### src/rtl/sw_key_debounce.sv
// Switch/key front end: 2-flop synchronisers, per-bit stability debounce and a key-0 press counter.
// Registered outputs are the words read at I/O input ports 0 and 1.
module sw_key_debounce #(
    parameter int SW_W         = 10,
    parameter int KEY_W        = 4,
    parameter int DEBOUNCE_CNT = 500000,
    parameter int CNT_W        = 20
) (
    input  logic              io_clk,
    input  logic              resetn,
    input  logic [SW_W-1:0]   sw,
    input  logic [KEY_W-1:0]  key_n,
    output logic [31:0]       in_port0,
    output logic [31:0]       in_port1
);
    localparam int N = SW_W + KEY_W;
    localparam logic [CNT_W-1:0] CNT_LAST = CNT_W'(DEBOUNCE_CNT - 1);

    logic [SW_W-1:0]  sw_s1;
    logic [SW_W-1:0]  sw_s2;
    logic [KEY_W-1:0] key_s1;
    logic [KEY_W-1:0] key_s2;
    logic [N-1:0]     sync_bits;
    logic [N-1:0]     stable;
    logic [CNT_W-1:0] cnt [N];
    logic [15:0]      press_cnt;
    logic             key0_accept;

    // Key sync stages reset to 1 so a released key is the idle level.
    always_ff @(posedge io_clk or negedge resetn) begin
        if (!resetn) begin
            sw_s1  <= '0;
            sw_s2  <= '0;
            key_s1 <= '1;
            key_s2 <= '1;
        end else begin
            sw_s1  <= sw;
            sw_s2  <= sw_s1;
            key_s1 <= key_n;
            key_s2 <= key_s1;
        end
    end

    // Keys are inverted here so every downstream bit is active-high.
    assign sync_bits = {~key_s2, sw_s2};

    always_ff @(posedge io_clk or negedge resetn) begin
        if (!resetn) begin
            stable <= '0;
            for (int i = 0; i < N; i++) begin
                cnt[i] <= '0;
            end
        end else begin
            for (int i = 0; i < N; i++) begin
                if (sync_bits[i] == stable[i]) begin
                    cnt[i] <= '0;
                end else if (cnt[i] == CNT_LAST) begin
                    stable[i] <= sync_bits[i];
                    cnt[i]    <= '0;
                end else begin
                    cnt[i] <= cnt[i] + CNT_W'(1);
                end
            end
        end
    end

    // Counts on the same edge that key 0 is accepted as pressed.
    assign key0_accept = sync_bits[SW_W] & ~stable[SW_W] & (cnt[SW_W] == CNT_LAST);

    always_ff @(posedge io_clk or negedge resetn) begin
        if (!resetn) begin
            press_cnt <= '0;
        end else if (key0_accept) begin
            press_cnt <= press_cnt + 16'd1;
        end
    end

    assign in_port0 = 32'(stable[SW_W-1:0]);
    assign in_port1 = {press_cnt, 16'(stable[N-1:SW_W])};

endmodule
### config.mk
export PLATFORM = sky130hd
export DESIGN_NAME = sw_key_debounce
export DESIGN_NICKNAME = d
export VERILOG_FILES = /design/src/rtl/sw_key_debounce.sv
export SDC_FILE = /design/constraint.sdc
export NUM_CORES = 1
export LEC_CHECK = 0
export CORE_MARGIN = 1
export CORE_UTILIZATION = 30
export CTS_BUF_LIST = sky130_fd_sc_hd__clkbuf_16
export DETAILED_ROUTE_END_ITERATION = 6
export SLEW_MARGIN = 0
export SYNTH_ARGS = -nofsm -noshare
export SYNTH_HDL_FRONTEND = slang
export SYNTH_SLANG_ARGS = --single-unit
### constraint.sdc
create_clock -name io_clk -period 2.77 [get_ports io_clk]
set_clock_uncertainty 0.15 [all_clocks]
set_input_delay 0.831 -clock io_clk [delete_from_list [all_inputs] [get_ports io_clk]]
set_output_delay 0.831 -clock io_clk [all_outputs]
set_load 0.01 [all_outputs]
==> impl_metrics.ini <==
[grt]
grt_use_total = 0.117
grt_pass1_vias = 12000
overflow = 0
antenna_found_initial = 1
grt_max_degree = 60
grt_pass1_wl_um = 56200

[worst_setup_path]
crit_cells = 1
critPathTopFamily = buffers and inverters
cp_slowest_stage_delay_ns = 0.59
critical_path_peak_fanout = 3
worstReg2RegStart = cnt[60]
worstPathCellList = clkdlybuf4s50_1
critPathKind = reg -> out
critPathLaunchType = flip-flop
worstPathArrival_ns = 1.61
critPathRequiredTime_ns = 1.79
rr_worst_depth = 5
slowest_stage = clkdlybuf4s50_1
timing.critical_path.buf_inv = 1
rrSetupSlack_ns = 0.38
r2r_end = cnt[78]
worst_setup_path_end_kind = primary output

[sta]
max-slew-margin-rel = 0.538
tightest_slew_ns = 0.688
timing.hold.ws_ns = 0.0574
finalCriticalPeriod_ns = 2.59
slew_viol_final = 0
clock.fmax_ghz = 0.386
setup_viol = 0
fin_setup_tns_ns = 0
rsz0062_at_grt = false
min_period_over_period = 0.936
final_hold_viol_count = 0

[detailed_routing]
vias = 12100
drt_iter0_drc = 735
wl_per_cell_um = 12.8
ant_nets = 0
routed_via_density = 4.92
firstDrtPassIters = 5
wirelength_um = 31400
drcViolationCount = 0

[logic_synthesis]
synthArstFlopShare = 1.00
synth.distinct_cells = 49
yosysWarnings = 0
synth.avg_cell_area_sq_um = 9.84
synth_edf_count = 0
ys_ff_latch = 338
synth_top_area_share = 0.507
synth_area_leaders = dfrtp_1, xnor2_1, nor2_1, xor2_1, nand4_1
syn_inst = 1656
ys_seq_area_frac = 0.519
yosys.area.top_type = dfrtp_1
ys.flop_type = dfrtp_1
netlist_area_sq_mm = 0.0163

[power_and_ir_drop]
p_per_area_mw_per_mm2 = 553
irDropWorstVdd_v = 0.000420
leakage_nw = 7.45

[cells_and_area]
drive_gt1_frac = 0.0625
syn2layout_area_growth_pct = 15.5
multi_input_area_sq_mm = 0.00739
antenna_cells = 0
nets = 1758
fillCellCount = 5293
regArea_sq_mm = 0.00847
stdcell_area_sq_mm = 0.0188

[clock_network]
hold_buffers = 0
cts_buffer_depth = 3
htreeDepth = 2
clkTransAtPathRegs_ns = 0.05
cts_buffers = 41
post_cts_buffers = 0
post_cts_resize_count = 0
cts-root-buf = clkbuf_16
clock-sinks = 338
insertion_delay_ns = 0.57
tritoncts = done

[run]
drv_cap = 0

[floorplan]
die_area_sq_mm = 0.0553
rows = 85
die_y_um = 235
fp.dieW_um = 235
io_pins = 80
start_util = 0.304
core_area_sq_mm = 0.0537

[placed_design]
place_hpwl_um = 20800
place_area_sq_mm = 0.0176
place_congestion = 0.791
port_buffers = 45

[run_status]
outcome = completed

[min_path]
hp-class = in -> async
[cell usage after synthesis (40+ instances only)]
master / instances
nand3_1: 97
dfrtp_1: 330
clkbuf_1: 40
a21oi_1: 82
or3_1: 58
nor3_1: 47
o21ai_0: 58
nand4_1: 84
xnor2_1: 105
inv_1: 41
or4_1: 46
nor2_1: 225
xor2_1: 91
nand2_1: 103
[cells by family after synthesis]
| kind of cell | share of synthesized area |
|---|---|
| multiplexers | 0.0101 |
| buffers and inverters | 0.0352 |
| other | 0.000230 |
| AO/OA/AOI/OAI | 0.0619 |
| XOR/XNOR | 0.105 |
| flip-flops | 0.519 |
| AND/OR/NAND/NOR | 0.256 |
| adder cells (fa/ha/maj) | 0.0123 |
[cells in the final DEF (no fill, tap or decap), types with 23 or more instances in the layout]
| cell type | instances |
|---|---|
| or4_1 | 46 |
| nand3_1 | 97 |
| nand2_1 | 103 |
| conb_1 | 34 |
| nand4_1 | 84 |
| nor2_1 | 225 |
| clkdlybuf4s50_1 | 44 |
| clkbuf_16 | 42 |
| inv_1 | 50 |
| dfrtp_1 | 330 |
| or3_1 | 58 |
| xor2_1 | 91 |
| and4_1 | 23 |
| o21ai_0 | 57 |
| a21oi_1 | 82 |
| nor4_1 | 31 |
| nor3_1 | 47 |
| o31ai_1 | 26 |
| xnor2_1 | 105 |
[layout make-up]
type	count	share of cell area
sequential	338	0.450
tap	696	0.0462
clock buffer	42	0.0558
multi-input combinational	1233	0.392
timing repair buffer	71	0.0372
clock inverter	34	0.0106
inverter	41	0.00817
[worst reg2reg max path: cells and delay by family (launching register included)]
family / cells / cell delay (ns)
flops: 1 / 0.42
compound gates: 1 / 0.17
fa+ha+maj: 1 / 0.26
simple gates: 3 / 1.29
[layer usage]
metal | wire length [um] | track usage
met1 | 14600 | 0.153
met3 | 1270 | 0.0274
met4 | 740 | 0.0367
met2 | 14800 | 0.192
met5 | 12 | 0
[worst max path at each step]
| stage | start | endpoint | slack [ns] |
|---|---|---|---|
| finish | stable[2] | in_port0[2] | 0.18 |
| global route | press_cnt[7] | in_port1[23] | 0.09 |
| CTS | stable[2] | in_port0[2] | 0.13 |
| detailed placement | cnt[60] | cnt[78] | 0.40 |
| global placement | cnt[60] | cnt[78] | 0.50 |
| floorplan | cnt[20] | cnt[36] | 0.59 |
[state kept, by name, summed over array words and instances (netlist names)]
register   cells
cnt          280
key_s1         4
key_s2         4
press_cnt     16
stable        14
sw_s1         10
sw_s2         10
[where the power goes]
part / total (mW) / internal, mW / switching, mW
logic: 0.345 / 0.107 / 0.238
registers: 5.08 / 5.02 / 0.0672
clock network: 4.98 / 2.85 / 2.13
[per-stage QoR]
stage | cells | total power [mW] | utilization | worst slack (ns)
finish | 2455 | 10.4 | 0.351 | 0.177
global route | 2455 | 10.9 | 0.351 | 0.0920
CTS | 2455 | 10.6 | 0.351 | 0.128
detailed placement | 2379 | 5.53 | 0.327 | 0.404
global placement | 2379 | 5.51 | 0.327 | 0.495
floorplan | 1689 | 5.36 | - | 0.588
Power figures use the tool's default switching activity.
